===== src/rtl/intc_pkg.sv =====
// Shared types and helpers for the nested interrupt controller.
// Latency: n/a (declarations only).
// Backpressure: n/a.
package intc_pkg;

  localparam int DEF_NUM_IRQ    = 4;
  localparam int DEF_NEST_DEPTH = 4;
  localparam int ID_W           = $clog2(DEF_NUM_IRQ);
  localparam int LVL_W          = $clog2(DEF_NEST_DEPTH + 1);

  // EPC stack entry for the default configuration.
  typedef struct packed {
    logic [31:0]     pc;
    logic [ID_W-1:0] id;
  } intc_stack_entry_t;

  // IDLE: stack empty, ACTIVE: partially filled, FULL: no room for another level.
  typedef enum logic [1:0] {
    ST_IDLE,
    ST_ACTIVE,
    ST_FULL
  } intc_state_e;

  // Id width that stays legal for a single-line controller.
  function automatic int id_width(input int n);
    return (n > 1) ? $clog2(n) : 1;
  endfunction

  // Index of the lowest set bit; 0 when nothing is set (callers qualify with |v).
  function automatic int unsigned ffs_lowest(input logic [31:0] v);
    int unsigned r;
    r = 0;
    for (int i = 31; i >= 0; i--) begin
      if (v[i]) r = i;
    end
    return r;
  endfunction

endpackage


===== src/rtl/intc_prio_enc.sv =====
// Find-first-set priority encoder: lowest set request index wins (NUM_IRQ <= 32).
// Latency: combinational.
// Backpressure: none.
module intc_prio_enc
  import intc_pkg::*;
#(
  parameter int NUM_IRQ = 4,
  localparam int IW     = id_width(NUM_IRQ)
) (
  input  logic [NUM_IRQ-1:0] req,
  output logic [IW-1:0]      id,
  output logic               vld
);

  logic [31:0] req_ext;

  // Widen to the helper's fixed width and pick the lowest index.
  always_comb begin
    req_ext                = '0;
    req_ext[NUM_IRQ-1:0]   = req;
    id                     = IW'(ffs_lowest(req_ext));
    vld                    = |req;
  end

endmodule


===== src/rtl/intc_nested.sv =====
// Prioritised, nestable interrupt controller with an EPC stack (nesting enabled by INTC_NEST_EN).
// Latency: irq rising edge to int_request pulse is 2 cycles.
// Backpressure: none; a full stack or cleared ie simply holds the request in pending.
module intc_nested
  import intc_pkg::*;
#(
  parameter int                NUM_IRQ    = 4,
  parameter int                NEST_DEPTH = 4,
  parameter int                ADDR_W     = 32,
  parameter logic [ADDR_W-1:0] VEC_BASE   = 32'h0000_0400,
  parameter logic [ADDR_W-1:0] VEC_STRIDE = 32'h0000_0100,
  localparam int               IW         = id_width(NUM_IRQ),
  localparam int               LW         = $clog2(NEST_DEPTH + 1)
) (
  input  logic               clk,
  input  logic               rst,
  input  logic [NUM_IRQ-1:0] irq,
  input  logic               mask_we,
  input  logic [NUM_IRQ-1:0] mask_din,
  input  logic               ie_set,
  input  logic               ie_clr,
  input  logic               eret,
  input  logic [ADDR_W-1:0]  resume_pc,
  output logic               int_request,
  output logic [ADDR_W-1:0]  int_vector,
  output logic [IW-1:0]      int_id,
  output logic [ADDR_W-1:0]  epc_out,
  output logic               ie,
  output logic [NUM_IRQ-1:0] pending,
  output logic [NUM_IRQ-1:0] in_service,
  output logic [LW-1:0]      nest_level,
  output logic               stack_full
);

`ifdef INTC_NEST_EN
  localparam int EFF_DEPTH = NEST_DEPTH;
`else
  localparam int EFF_DEPTH = 1;
`endif

  typedef struct packed {
    logic [ADDR_W-1:0] pc;
    logic [IW-1:0]     id;
  } entry_t;

  entry_t             stack_q [EFF_DEPTH];
  intc_state_e        state_q, state_d;
  logic [NUM_IRQ-1:0] irq_q, pending_q, mask_q, in_service_q;
  logic [NUM_IRQ-1:0] edge_v, elig, acc_onehot, pop_onehot;
  logic [LW-1:0]      nest_q;
  logic               ie_q, ie_d, req_q;
  logic [IW-1:0]      id_q, cand_id, top_id;
  logic [ADDR_W-1:0]  vec_q, top_pc;
  logic               cand_vld, accept, pop, prio_ok;

  assign edge_v = irq & ~irq_q;
  assign elig   = pending_q & mask_q & ~in_service_q;

  intc_prio_enc #(.NUM_IRQ(NUM_IRQ)) u_prio_enc (
    .req (elig),
    .id  (cand_id),
    .vld (cand_vld)
  );

  // Top-of-stack view; reads as zero when the stack is empty.
  always_comb begin
    top_pc = '0;
    top_id = '0;
    for (int k = 0; k < EFF_DEPTH; k++) begin
      if (nest_q == LW'(k + 1)) begin
        top_pc = stack_q[k].pc;
        top_id = stack_q[k].id;
      end
    end
  end

`ifdef INTC_NEST_EN
  assign prio_ok = (state_q == ST_IDLE) || (cand_id < top_id);
`else
  // Single level: handlers only re-enable through eret.
  logic unused_ie_set;
  assign unused_ie_set = ie_set;
  assign prio_ok       = (state_q == ST_IDLE);
`endif

  // eret blocks accept so the pop and a new push never share a cycle.
  assign accept = ie_q & cand_vld & ~eret & (state_q != ST_FULL) & prio_ok;
  assign pop    = eret & (state_q != ST_IDLE);

  // Global enable: accept beats eret beats ie_clr beats ie_set.
  always_comb begin
    ie_d = ie_q;
`ifdef INTC_NEST_EN
    if (ie_set) ie_d = 1'b1;
`endif
    if (ie_clr) ie_d = 1'b0;
    if (eret)   ie_d = 1'b1;
    if (accept) ie_d = 1'b0;
  end

  // One-hot masks for the channel being pushed and the one being popped.
  always_comb begin
    acc_onehot = '0;
    pop_onehot = '0;
    if (accept) acc_onehot[cand_id] = 1'b1;
    if (pop)    pop_onehot[top_id]  = 1'b1;
  end

  // Occupancy FSM: accept climbs one level, eret descends one.
  always_comb begin
    state_d = state_q;
    case (state_q)
      ST_IDLE:   if (accept) state_d = (EFF_DEPTH == 1) ? ST_FULL : ST_ACTIVE;
      ST_ACTIVE: begin
        if (accept && nest_q == LW'(EFF_DEPTH - 1)) state_d = ST_FULL;
        else if (pop && nest_q == LW'(1))          state_d = ST_IDLE;
      end
      ST_FULL:   if (pop) state_d = (EFF_DEPTH == 1) ? ST_IDLE : ST_ACTIVE;
      default:   state_d = ST_IDLE;
    endcase
  end

  // Control state, request pulse and EPC stack.
  always_ff @(posedge clk) begin
    if (rst) begin
      state_q      <= ST_IDLE;
      irq_q        <= '0;
      pending_q    <= '0;
      mask_q       <= '1;
      ie_q         <= 1'b1;
      in_service_q <= '0;
      nest_q       <= '0;
      req_q        <= 1'b0;
      id_q         <= '0;
      vec_q        <= '0;
      for (int k = 0; k < EFF_DEPTH; k++) stack_q[k] <= '0;
    end else begin
      state_q      <= state_d;
      irq_q        <= irq;
      // A fresh edge on the accepted channel re-arms it in the same cycle.
      pending_q    <= (pending_q & ~acc_onehot) | edge_v;
      if (mask_we) mask_q <= mask_din;
      ie_q         <= ie_d;
      in_service_q <= (in_service_q | acc_onehot) & ~pop_onehot;
      req_q        <= accept;
      if (accept) begin
        id_q   <= cand_id;
        vec_q  <= VEC_BASE + ADDR_W'(cand_id) * VEC_STRIDE;
        nest_q <= nest_q + LW'(1);
      end else if (pop) begin
        nest_q <= nest_q - LW'(1);
      end
      for (int k = 0; k < EFF_DEPTH; k++) begin
        if (accept && nest_q == LW'(k)) stack_q[k] <= '{pc: resume_pc, id: cand_id};
      end
    end
  end

  assign int_request = req_q;
  assign int_vector  = vec_q;
  assign int_id      = id_q;
  assign epc_out     = top_pc;
  assign ie          = ie_q;
  assign pending     = pending_q;
  assign in_service  = in_service_q;
  assign nest_level  = nest_q;
  assign stack_full  = (state_q == ST_FULL);

endmodule


===== config.mk =====
export PLATFORM = sky130hd
export DESIGN_NAME = intc_nested
export DESIGN_NICKNAME = d
export VERILOG_FILES = /design/src/rtl/intc_pkg.sv /design/src/rtl/intc_prio_enc.sv /design/src/rtl/intc_nested.sv
export SDC_FILE = /design/constraint.sdc
export NUM_CORES = 1
export LEC_CHECK = 0
export ABC_AREA = 0
export CAP_MARGIN = 20
export CELL_PAD_IN_SITES_DETAIL_PLACEMENT = 1
export CELL_PAD_IN_SITES_GLOBAL_PLACEMENT = 1
export CORE_MARGIN = 3
export CORE_UTILIZATION = 31
export DETAILED_ROUTE_END_ITERATION = 6
export GPL_TIMING_DRIVEN = 0
export MAX_ROUTING_LAYER = met4
export PLACE_DENSITY = 0.8
export SETUP_SLACK_MARGIN = 0.05
export SYNTH_ARGS = -nofsm -noshare
export SYNTH_HDL_FRONTEND = slang
export SYNTH_SLANG_ARGS = --single-unit

===== constraint.sdc =====
create_clock -name clk -period 2.8 [get_ports clk]
set_input_delay 0.28 -clock clk [delete_from_list [all_inputs] [get_ports clk]]
set_output_delay 0.28 -clock clk [all_outputs]
set_load 0.05 [all_outputs]

# Word level (Yosys, flattened, before mapping)
# Memory sizes are Yosys's and may differ from the RTL's.
# Index checks and enable logic that the tools add are counted.
[word_totals]
reg_bits = 57
ramBits = 34
in_bits = 46
out_inout_bits = 80
n_memories = 1
[mem_list]
columns = ["name", "depth", "word_bits", "read_ports", "rd_clocked_by_memory_dff", "write_ports", "line_no", "source"]
rows = [
  ["stack_q", 1, 34, 1, 0, 1, "intc_nested.sv:46", "entry_t stack_q [EFF_DEPTH];"],
]
[op_classes]
addsub = 3
order_cmp = 4
n_eq_ne = 7
n_mux = 29
n_bitwise = 17
n_reduce_logical = 12
[op_table]
columns = ["operator", "count"]
rows = [
  ["2-to-1 mux 34 bit", 1],
  ["OR reduction 34 bit", 1],
  ["2-to-1 mux 32 bit", 1],
  ["AND 4 bit", 5],
  ["2-to-1 mux 2 bit", 9],
  ["inverter 4 bit", 4],
  ["adder 11 x 10 -> 12 bit (first input constant)", 1],
  ["2-to-1 mux 1 bit", 11],
  ["2-to-1 mux 4 bit", 2],
  ["bitwise OR 4 bit", 2],
  ["< comparator 2 x 3 -> 1 bit (second input constant)", 2],
  ["2-to-1 mux 3 bit", 2],
  ["case mux 2 bit (3 select lines)", 1],
  ["AND 1 bit", 5],
  ["demux 1 bit (select 2 bit)", 2],
  ["greater-or-equal comparator 2 x 1 -> 1 bit (second input constant)", 2],
  ["logical AND 1 bit", 4],
  ["!= test 2 bit (second input constant)", 2],
  ["nonzero test 2 bit", 2],
  ["OR reduction 4 bit", 1],
  ["adder 3 x 1 -> 3 bit (second input constant)", 1],
  ["equality test 3 x 1 -> 1 bit (second input constant)", 1],
  ["zero test 3 bit", 1],
  ["!= test 3 bit (second input constant)", 1],
  ["8 further kinds", 8],
]

# Logic depth before layout (Yosys ltp)
[logic_depth]
word_depth = 14
depth_mapped = 7
depth_no_buf = 6

# Cells and area by module
# A second synthesis with hierarchy kept.
[hier_totals]
hier_cells = 258
hier_area_um2 = 2805.2
[by_module_without_submodules]
columns = ["module", "instances", "cells_per_inst", "area_per_inst_um2"]
rows = [
  ["intc_nested", 1, 251, 2770.2],
  ["intc_prio_enc", 1, 7, 35.0],
]

# Worst setup path after synthesis
# Ideal clock, no wire load.
[synth_path]
path_kind = "register to register"
from = "reg ie_q, in the netlist ie"
to = "mem stack_q[0][0] (netlist name), enable pin"
setup_ps = 390
arrival_ps = 2239
path_slack_ps = 171
stages_incl_launch_ff = 5
cell_sequence = "dfxtp_1 -> or3b_1 -> buf_2 -> a41oi_4 -> a21o_1"
[synth_between]
elab_chain_cells = 10
[synth_rtl]
columns = ["item", "line_no", "source"]
rows = [
  ["start: declaration", "intc_nested.sv:51", "logic ie_q, ie_d, req_q;"],
  ["start signal: assignment", "intc_nested.sv:143", "ie_q <= ie_d;"],
  ["AND 1 bit (*) (4 in a row)", "intc_nested.sv:87", "assign accept = ie_q & cand_vld & ~eret & (state_q != ST_FULL) & prio_ok;"],
  ["logical AND 1 bit (*)", "intc_nested.sv:154", "if (accept && nest_q == LW'(k)) stack_q[k] <= '{pc: resume_pc, id: cand_id};"],
  ["2-to-1 mux 1 bit (*)", "intc_nested.sv:154", ""],
  ["2-to-1 mux 1 bit (*)", "intc_nested.sv:125", "if (rst) begin"],
  ["2-to-1 mux 1 bit (not written as such) (*)", "intc_nested.sv:154", ""],
  ["OR reduction 34 bit (no source line)", "-", ""],
  ["2-to-1 mux 1 bit (no source line) (*)", "-", ""],
  ["end: declaration", "intc_nested.sv:46", ""],
]
# Every way passes the cells marked *; elsewhere a longest branch is shown, timed or not.

# Worst setup path in the final report
[layout_path]
from = "reg nest_q[1], in the netlist nest_level[1]"
to = "out epc_out[27]"
[layout_between]
elab_chain_cells = 2
[layout_rtl]
columns = ["item", "line_no", "source"]
rows = [
  ["start: declaration", "intc_nested.sv:50", "logic [LW-1:0] nest_q;"],
  ["start signal: assignment", "intc_nested.sv:149", "nest_q <= nest_q + LW'(1);"],
  ["start signal: assignment", "intc_nested.sv:151", "nest_q <= nest_q - LW'(1);"],
  ["equality test 3 x 1 -> 1 bit", "intc_nested.sv:70", "if (nest_q == LW'(k + 1)) begin"],
  ["2-to-1 mux 32 bit", "intc_nested.sv:70", ""],
  ["end: declaration", "intc_nested.sv:27", "output logic [ADDR_W-1:0] epc_out,"],
]
# No other way between the ends.

==> flow_summary.ini <==
[global_route]
antenna_found_initial = 0
grt_first_pass_wirelength_um = 11900
number_of_global_route_vias_before_repair = 2369
grtUsageTotal = 0.154
grt_start_max_net_pins = 25
grt_remaining_overflow = 0

[hold_path]
worstHoldPathCells = 2
min_from = rst
hold_end = irq_q[1]
holdCritPathClass = primary input to flop

[place]
post-dp-hpwl_um = 5840
gp_congestion = 0.775
io_buffer_count = 94
placedInstanceArea_mm2 = 0.00407
place_inst = 490

[layout]
area_growth_pct = 46.1
final_util = 0.472
diodes = 0
fillers = 1026
final_cells = 505
layout.cell_area.non_filler_mm2 = 0.00418
nNetsFinal = 443
final_layout_size_suffix_gt1_frac = 0.141

[logic_synthesis]
dominant_combinational_cell_family_by_area_after_synthesis = simple AND/OR/NAND/NOR gates
synth_simple_gate_area_share = 0.245
netlist_area_mm2 = 0.00286
syn_inst = 259
synth-xor-area-share = 0
synth.avg_cell_area_um2 = 11.0
async_reset_ff_frac = 0
synth_seq_area_share = 0.532
postSynth.topFlopCell = edfxtp_1
synth_cell_type_count = 39
post_synth_mux_area_share = 0.00350
synth_enable_flop_cells = 34
synthesis_warning_total = 0
compound_gate_fraction_of_synth_area = 0.0993
postSynthRegisterBits = 59
synth_adder_area_share = 0.0175

[clock_tree]
path_clk_slew_ps = 60
cts_inserted_buffers = 9
clock_tree.buffer_depth = 2
worst_skew_pair.late_latency_ps = 330
ctsRootBufferMaster = clkbuf_8
cts_tree = built
htree_num_levels = 3
clock_sinks = 59
cts_hold_buffers = 0

[power]
p_sw_w = 0.000799
power.sequential.fraction = 0.443
clock_power_share = 0.268
post-layout-total-power_w = 0.00234
leakagePower_nw = 1.77
power.share.switching = 0.341
power_density_mw_per_mm2 = 561
internal_portion_of_total_power_w = 0.00154
power_frac_comb = 0.289
max_vdd_drop_mv = 0.196

[route]
top_layer_used = met4
drtPass1Iterations = 4
wl_cell_um = 14.9
detail_route.wirelength.met1_um = 3180
routed_wl_met2_um = 3930
totalWireLength_um = 7520
drt-vias-per-instance = 4.43
route.vias.total = 2238
remaining_drc_errors = 0
dr_wl_met3_um = 279
antenna_violating_nets_post_route = 0
drtIter0Drc = 48

[flow_run]
max-cap-violations = 0

[critical_path]
r2r_path_start = ie
r2r_setup_slack_ps = 440
timing.critical_path.to_type = output port
crit-reg2reg-capture = stack_q[0][11]
worst_r2r_path_depth = 5
worst_ep_required_time_ps = 2520
critPathLaunch = nest_level[1]
critPathKind = flop to output port
timing.critical_path.fanout_max = 10
setup.worst_path.start_class = flop
critPathArrivalTime_ps = 2300

[floorplanning]
core_region_area_mm2 = 0.00885
die_outline_area_mm2 = 0.0104
die-height_um = 102
design.portCount = 126
placement_row_count = 34
fp.dieW_um = 102
start_util = 0.323

[timing]
f_max_mhz = 388
worst-slew-pin-transition_ps = 575
finalMaxSlewViolations = 0
finalCriticalPeriod_ps = 2580
clock_skew_ps = 4.49
hold_violations = 0
timing.final.setup_violations = 0
timing.final.crit_share = 0.920
max_transition_margin = 0.617
rsz0062_at_grt = no

[run_status]
status = complete, no violations
-- cell type report --
type | instances | area, um2 | share of cell area
sequential | 59 | 1520 | 0.364
multi-input combinational | 182 | 1150 | 0.277
timing repair buffer | 95 | 925 | 0.221
buffer | 42 | 277 | 0.0662
tap | 108 | 135 | 0.0324
clock buffer | 10 | 128 | 0.0306
clock inverter | 5 | 21.3 | 0.00509
inverter | 4 | 15.0 | 0.00359
-- kinds of logic (layout without fill, tap and decap cells) --
| group | count (synthesis) | in the layout |
|---|---|---|
| other | 1 | 29 |
| DFF | 59 | 59 |
| and+or+nand+nor | 110 | 110 |
| muxes | 1 | 1 |
| buffers and inverters | 46 | 156 |
| adders and majority gates | 4 | 4 |
| AOI/OAI and AO/OA | 38 | 38 |
-- power groups by stage --
| stage | Combinational, W | Clock (W) | Sequential, W |
|---|---|---|---|
| 2_1_floorplan | 0.000402 | 0 | 0.00112 |
| 3_3_place_gp | 0.000673 | 0 | 0.00106 |
| 3_5_place_dp | 0.000697 | 0 | 0.00106 |
| 4_1_cts | 0.000680 | 0.000649 | 0.00104 |
| 5_1_grt | 0.000723 | 0.000688 | 0.00105 |
| 6_report | 0.000677 | 0.000627 | 0.00104 |
-- cells in the mapped netlist (4+ instances only) --
library cell	count	area [um2]
and2_1	66	413
edfxtp_1	34	1020
buf_4	31	233
dfxtp_1	25	500
clkbuf_1	10	37.5
nor2b_1	10	62.6
a21oi_1	9	45.0
nor2_1	6	22.5
and3b_1	5	43.8
o21ai_0	5	25.0
a211o_1	4	35.0
a211oi_1	4	30.0
ha_1	4	50.1
inv_1	4	15.0
nand2b_1	4	25.0
nand3b_1	4	30.0
nor3_1	4	20.0
-- metrics by stage --
step | hold WS, ps | setup TNS [ps] | setup WS [ps]
after floorplan | 359 | 0 | 171
after global placement | 461 | -11340 | -337
after detailed placement | 476 | 0 | 6.56
after CTS | 316 | 0 | 105
after global routing | 361 | 0 | 50.1
final | 307 | 0 | 225
-- critical path, cell delays in order (launching register included) --
cell,delay (ps)
dfxtp_1,330
inv_1,130
ha_1,170
nor2b_2,300
clkbuf_1,340
and2_1,200
clkdlybuf4s15_1,500
-- registers in the layout (all words and copies together), names as in the netlist, 2 cells and up --
register and cells:
pending 4, mask_q 4, irq_q 4, int_vector 2, in_service 4, nest_level 3, stack_q 34
-- per-layer routing --
metal / vias to the layer above / global-route usage
li1: 1104 / -
met1: 1056 / 0.179
met2: 67 / 0.259
met3: 11 / 0.0280
met4: 0 / 0.0686
met5: - / -
-- worst max path at each step --
stage / end / slack (ps) / cells past startpoint
2_1_floorplan: stack_q[0][0] / 170 / 4
3_3_place_gp: stack_q[0][11] / -340 / 5
3_5_place_dp: stack_q[0][8] / 7 / 6
4_1_cts: epc_out[27] / 100 / 6
5_1_grt: epc_out[27] / 50 / 5
6_report: epc_out[27] / 220 / 6
-- what timing repair did --
item	CTS	global route
setup buffers	0	0
endpoints found under the setup margin	30	23
gates resized for setup	31	27
cloned	0	0
-- layout by cell type, fill, tap and decap left out, types with 2 or more instances in the layout --
cell,count
nor2b_1,9
dfxtp_1,25
buf_4,31
o21a_1,2
ha_1,4
and3b_1,5
clkdlybuf4s50_1,64
dlygate4sd2_1,11
and2_1,66
a211oi_1,4
edfxtp_1,34
nand2b_1,4
a211o_1,4
nand2_1,3
o31ai_1,3
a31oi_1,2
clkbuf_1,10
clkbuf_8,9
o41ai_1,2
a311oi_1,2
clkinv_2,2
nor2_1,6
o21ai_0,5
clkbuf_2,7
nor3_1,4
inv_1,4
a21oi_1,9
clkinv_1,3
clkdlybuf4s15_1,13
conb_1,29
nand3b_1,4
Power figures use the tool's default switching activity.
